## src/rtl/proc_itr_ctrl.sv

```systemverilog
// proc_itr_ctrl: interrupt controller for the proc_fx core.
// Latches rising edges of NSRC event lines as pending requests, masks them,
// picks the lowest-index eligible request and runs the itr / cause-read /
// acknowledge handshake over the processor I/O bus. Non-controller read
// addresses pass the external device data straight through.
module proc_itr_ctrl #(
  parameter int NUBITS     = 16,
  parameter int NSRC       = 4,
  parameter int NUIOIN     = 2,
  parameter int NUIOOU     = 2,
  parameter int ADDR_CAUSE = 0,
  parameter int ADDR_STAT  = 1,
  parameter int ADDR_MASK  = 0,
  parameter int ADDR_ACK   = 1,
  // Derived widths; a single address still needs a one-bit port.
  parameter int IA_W = (NUIOIN > 1) ? $clog2(NUIOIN) : 1,
  parameter int OA_W = (NUIOOU > 1) ? $clog2(NUIOOU) : 1
) (
  input  logic              clk,
  input  logic              rst,
  input  logic [NSRC-1:0]   src,
  input  logic [NUBITS-1:0] io_out,
  input  logic [OA_W-1:0]   addr_out,
  input  logic              out_en,
  input  logic [IA_W-1:0]   addr_in,
  input  logic              req_in,
  input  logic [NUBITS-1:0] io_in_dev,
  output logic [NUBITS-1:0] io_in,
  output logic              itr
);

  localparam int CW = (NSRC > 1) ? $clog2(NSRC) : 1;

  localparam logic [IA_W-1:0] A_CAUSE = IA_W'(ADDR_CAUSE);
  localparam logic [IA_W-1:0] A_STAT  = IA_W'(ADDR_STAT);
  localparam logic [OA_W-1:0] A_MASK  = OA_W'(ADDR_MASK);
  localparam logic [OA_W-1:0] A_ACK   = OA_W'(ADDR_ACK);

  typedef enum logic [1:0] {
    IDLE    = 2'd0,
    ASSERT  = 2'd1,
    SERVICE = 2'd2
  } state_t;

  state_t          state;
  logic [NSRC-1:0] src_q;
  logic [NSRC-1:0] pending;
  logic [NSRC-1:0] ovf;
  logic [NSRC-1:0] mask;
  logic [CW-1:0]   cause;

  logic [NSRC-1:0] edge_det;
  logic [NSRC-1:0] eligible;
  logic [NSRC-1:0] pend_clr;
  logic [CW-1:0]   sel;
  logic            cause_rd;
  logic            stat_rd;
  logic            ack_wr;
  logic            mask_wr;

  // Only the low NSRC bits of a mask write carry information.
  logic unused_io_out_hi;
  assign unused_io_out_hi = ^io_out[NUBITS-1:NSRC];

  // Fixed priority: the lowest set index wins.
  function automatic logic [CW-1:0] lowest_idx(input logic [NSRC-1:0] v);
    logic [CW-1:0] r;
    r = '0;
    for (int i = NSRC - 1; i >= 0; i--) begin
      if (v[i]) r = CW'(i);
    end
    return r;
  endfunction

  // Request qualification and bus decode.
  always_comb begin
    edge_det = src & ~src_q;
    eligible = pending & mask;
    sel      = lowest_idx(eligible);
    cause_rd = req_in && (addr_in == A_CAUSE) && (state == ASSERT);
    stat_rd  = req_in && (addr_in == A_STAT);
    ack_wr   = out_en && (addr_out == A_ACK) && (state == SERVICE);
    mask_wr  = out_en && (addr_out == A_MASK);
    pend_clr = '0;
    if (cause_rd) pend_clr[cause] = 1'b1;
  end

  // Read mux toward the core: cause, status, or external device data.
  always_comb begin
    if (addr_in == A_CAUSE)
      io_in = NUBITS'(cause);
    else if (addr_in == A_STAT)
      io_in = NUBITS'({ovf, pending});
    else
      io_in = io_in_dev;
  end

  // Edge history, pending/overflow latches and the mask register; sets win over clears.
  always_ff @(posedge clk) begin
    if (rst) begin
      src_q   <= '0;
      pending <= '0;
      ovf     <= '0;
      mask    <= '0;
    end else begin
      src_q   <= src;
      pending <= (pending & ~pend_clr) | edge_det;
      ovf     <= (stat_rd ? '0 : ovf) | (edge_det & pending);
      if (mask_wr) mask <= io_out[NSRC-1:0];
    end
  end

  // Handshake FSM; cause is frozen from IDLE->ASSERT until the next IDLE.
  always_ff @(posedge clk) begin
    if (rst) begin
      state <= IDLE;
      cause <= '0;
      itr   <= 1'b0;
    end else begin
      case (state)
        IDLE: begin
          if (|eligible) begin
            cause <= sel;
            state <= ASSERT;
            itr   <= 1'b1;
          end
        end
        ASSERT: begin
          if (cause_rd) begin
            state <= SERVICE;
            itr   <= 1'b0;
          end
        end
        SERVICE: begin
          if (ack_wr) state <= IDLE;
        end
        default: begin
          state <= IDLE;
          itr   <= 1'b0;
        end
      endcase
    end
  end

endmodule
```

## config.mk

```make
export PLATFORM = sky130hd
export DESIGN_NAME = proc_itr_ctrl
export DESIGN_NICKNAME = d
export VERILOG_FILES = /design/src/rtl/proc_itr_ctrl.sv
export SDC_FILE = /design/constraint.sdc
export NUM_CORES = 1
export LEC_CHECK = 0
export CORE_ASPECT_RATIO = 0.7
export CORE_UTILIZATION = 39
export CTS_CLUSTER_SIZE = 12
export DETAILED_ROUTE_END_ITERATION = 16
export GPL_ROUTABILITY_DRIVEN = 0
export GPL_TIMING_DRIVEN = 0
export PLACE_DENSITY = 0.94
export SYNTH_ARGS = -nofsm -noshare
export SYNTH_HDL_FRONTEND = slang
export SYNTH_SLANG_ARGS = --single-unit
```

## constraint.sdc

```tcl
create_clock -name clk -period 2.3 [get_ports clk]
set_clock_uncertainty 0.05 [all_clocks]
set_input_delay 0.46 -clock clk [delete_from_list [all_inputs] [get_ports clk]]
set_output_delay 0.46 -clock clk [all_outputs]
set_load 0.01 [all_outputs]
```

# Yosys cells after proc, flatten, opt, wreduce, memory -nomap -nowiden
# Index checks and enable logic that the tools add are counted.
# op_classes
magnitude_cmp,2
eq_ne,5
muxes,16
bitwise_logic,11
reduce_logical,12
# op_table
cell,n
$and A4 B4 Y4,4
$mux W2,7
$mux W4,2
$mux W8,1
$not A4 Y4,2
$or A4 B4 Y4,2
$logic_and A1 B1 Y1,7
$ne A2 B2 Y1 const B,3
$pmux W2 S3,1
$reduce_and A3 Y1,2
$reduce_or A4 Y1,1
$lt A2 B3 Y1 const B,1
$mux W1,3
$not A1 Y1,3
$pmux W1 S3,1
$demux W1 S2,1
$eq A2 B1 Y1 const B,1
$eq A2 B2 Y1 const B,1
$ge A2 B1 Y1 const B,1
$logic_not A2 Y1,1
$reduce_and A2 Y1,1
# word_totals
register_bits,21
elab_cells,53

# Logic depth before layout (Yosys ltp)
# depth
ltp_word,8
mapped_depth,4
depth_no_buf,3

# Worst setup path after synthesis
# Ideal clock, no wire load.
# synth_path
path_type,input port to output port
from,in addr_in
to,out io_in[0]
t_arrival_ns,0.967
required_time_ns,1.790
slack_ns,0.823
cell_stages,2
n_path_buf,1
path_cell_list,buf_2 > mux2_2
# synth_via
elab_chain_cells,1
# synth_rtl
element,line_no,text
from (decl),25,"input logic [IA_W-1:0] addr_in,"
$mux W8,90,if (addr_in == A_CAUSE)
to (decl),28,"output logic [NUBITS-1:0] io_in,"
# No other way between the ends.

# Worst setup path in the final report
# layout_path
from,in addr_in
to,out io_in[4]
# Same word-level chain as after synthesis.

==> results.sh <==
export IMPL_outcome="finished clean"
export IMPL_hold_class="reg -> reg"
export IMPL_std_cell_rows=14
export IMPL_cp_max_fo=10
export IMPL_yosysSeqAreaShare_pct=43.3
export IMPL_nFillCells=213
export IMPL_clock_latency_ns=0.31
export IMPL_min_path_cells=2
export IMPL_cts_setup_buffers=0
export IMPL_die_w_um=61.6
export IMPL_dp_slack_ns=-0.167
export IMPL_cts_made_buffers=3
export IMPL_grt_pass1_vias=706
export IMPL_synth_top_area_share_pct=43.3
export IMPL_finalSetupViolations=0
export IMPL_grt_overflow=0
export IMPL_grt_antenna_before_repair=0
export IMPL_yosysUniqueCellTypes=29
export IMPL_start_util_pct=43.3
export IMPL_r2r_slack_ns=1.06
export IMPL_postPlaceCellArea_sq_mm=0.00126
export IMPL_drv_cap=0
export IMPL_rsz0062_at_grt="no"
export IMPL_critPathKind="in -> out"
export IMPL_io_buffers=22
export IMPL_routed_wl_um=2020
export IMPL_antenna_left=0
export IMPL_peakVddDrop_mv=0.330
export IMPL_viasPerCell=4.79
export IMPL_p_leak_nw=0.590
export IMPL_synth_seq_cells=21
export IMPL_cts_hold_buf=0
export IMPL_final_core_util_pct=57.9
export IMPL_finalPower_mw=0.716
export IMPL_cts_tree="built"
export IMPL_r2r_end="pending[0]$_SDFF_PP0_"
export IMPL_grt_max_degree=12
export IMPL_setup_tns_ns=0
export IMPL_antenna_cells=0
export IMPL_final_area_sq_mm=0.00130
export IMPL_layout_setup_ws_ns=0.0452
export IMPL_period_needed_ns=2.25
export IMPL_wire_per_inst_um=11.9
export IMPL_r2r_start="state[0]$_SDFFE_PP0P_"
export IMPL_netlist_area_sq_um=971
export IMPL_synth_area_top_cells="dfxtp_1 43%, buf_4 6.2%, nand2b_1 4.5%"
export IMPL_dp_hpwl_um=1500
export IMPL_crit_path_end_kind="output port"
export IMPL_track_usage_pct=16.7
export IMPL_final_nets=181
export IMPL_slew_viol_final=0
export IMPL_clk_pin_slew_ns=0.11
export IMPL_core_region_area_sq_mm=0.00224
export IMPL_cts_htree_levels=1
export IMPL_worstRegToRegCells=3
export IMPL_drtIter0Drc=19
export IMPL_io_pins=59
export IMPL_hold_viol=0
export IMPL_clk_path_buf_depth=2
export IMPL_synth_top_cell_by_area="dfxtp_1"
export IMPL_drc=0
export IMPL_worstSetupStartpointType="input pin"
export IMPL_vias=815
export IMPL_dieArea_sq_mm=0.00270
export IMPL_timing_final_crit_share_pct=98.0
export IMPL_area_growth_syn_to_layout_pct=33.6
export IMPL_crit_end="io_in[4]"
export IMPL_p_per_area_mw_per_mm2=552
export IMPL_cp_startpoint="addr_in"
export IMPL_clockRootBuffer="clkbuf_4"
export IMPL_drive_gt1_share_pct=15.2
export IMPL_fmax_mhz=444
export IMPL_die_h_um=43.7
export IMPL_syn_area_per_cell_sq_um=9.25
export IMPL_drt_first_pass_iters=4
export IMPL_worst_ep_arrival_time_ns=1.74
export IMPL_critical_path_required_ns=1.79
export IMPL_synth_warnings=0
export IMPL_grt_pass1_wl_um=3210
export IMPL_cts_sinks=21
export IMPL_syn_instance_count=105
[layout make-up]
class	count	area [sq um]	area share [%]
buffer	12	85.1	6.56
clock buffer	4	26.3	2.03
inverter	4	15.0	1.16
multi-input combinational	75	483	37.2
sequential	21	420	32.4
tap	32	40.0	3.09
timing repair buffer	22	228	17.6
[worst min-delay path by stage]
| stage | endpoint | slack [ns] | start |
|---|---|---|---|
| final | itr$_SDFFE_PP0P_ | 0.44 | itr$_SDFFE_PP0P_ |
| after global routing | itr$_SDFFE_PP0P_ | 0.45 | itr$_SDFFE_PP0P_ |
| after CTS | itr$_SDFFE_PP0P_ | 0.44 | itr$_SDFFE_PP0P_ |
| after detailed placement | itr$_SDFFE_PP0P_ | 0.42 | itr$_SDFFE_PP0P_ |
| after global placement | itr$_SDFFE_PP0P_ | 0.41 | itr$_SDFFE_PP0P_ |
| after floorplan | ovf[0]$_SDFF_PP0_ | 0.40 | ovf[0]$_SDFF_PP0_ |
[cells in the final DEF, fill, tap and decap left out, drive strengths merged, types with 3 or more instances in the layout]
cell,instances
nand2b,7
dfxtp,21
o21ai,5
a22o,3
clkdlybuf4s50,16
dlymetal6s2s,4
mux2i,4
nand2,4
buf,10
and2,6
conb,8
a2bb2oi,4
a21oi,8
inv,4
nor2,9
clkbuf,6
nor2b,6
[flip-flops by register name, summed over array words and instances (netlist names)]
| signal | count |
|---|---|
| cause | 2 |
| itr | 1 |
| mask | 4 |
| ovf | 4 |
| pending | 4 |
| src_q | 4 |
| state | 2 |
[power breakdown]
group          switching, mW  internal, mW  leakage [nW]  total, mW
sequential            0.0209         0.385         0.173      0.406
clock                  0.112        0.0678        0.0150      0.180
combinational         0.0548        0.0763         0.402      0.131
[repair_timing]
| action | in CTS | in global routing |
|---|---|---|
| gates resized for setup | 3 | 5 |
| gates cloned | 0 | 0 |
| hold endpoints to repair | 0 | 0 |
| endpoints found under the setup margin | 8 | 5 |
[logic make-up after synthesis]
| group | Yosys count | share of synthesized area [%] |
|---|---|---|
| AO/OA/AOI/OAI | 26 | 20.2 |
| buffers and inverters | 16 | 9.66 |
| flip-flops | 21 | 43.3 |
| multiplexers | 6 | 6.44 |
| other | 1 | 0.386 |
| AND/OR/NAND/NOR | 35 | 20.0 |
[worst max-delay path: stages]
cell and delay (ns):
clkdlybuf4s50_1 0.49, buf_6 0.14, and2_1 0.12, clkdlybuf4s50_1 0.53
[per-stage QoR]
| step | std cells | hold WS [ns] |
|---|---|---|
| 4_1_cts | 170 | 0.438 |
| 2_1_floorplan | 112 | 0.398 |
| 3_5_place_dp | 166 | 0.422 |
| 5_1_grt | 170 | 0.448 |
| 6_report | 170 | 0.435 |
| 3_3_place_gp | 166 | 0.407 |
[cell usage after synthesis, drive strengths merged]
| master | number |
|---|---|
| a2111oi | 1 |
| a211oi | 2 |
| a21oi | 8 |
| a22o | 3 |
| a2bb2oi | 4 |
| a32o | 1 |
| and2 | 6 |
| buf | 10 |
| clkbuf | 2 |
| conb | 1 |
| dfxtp | 21 |
| inv | 4 |
| mux2 | 2 |
| mux2i | 4 |
| nand2 | 4 |
| nand2b | 7 |
| nand4bb | 1 |
| nor2 | 9 |
| nor2b | 6 |
| nor3 | 2 |
| o21a | 1 |
| o21ai | 5 |
| o31ai | 1 |
[per-layer routing]
layer	up-vias	global-route usage, %	share of wire (%)
met5	-	0	0
met1	376	22.3	48
met3	3	6.27	7.2
met4	0	5.33	0.69
met2	26	25.2	44
li1	410	-	-
Note: power is estimated with default switching activity, not from simulation.
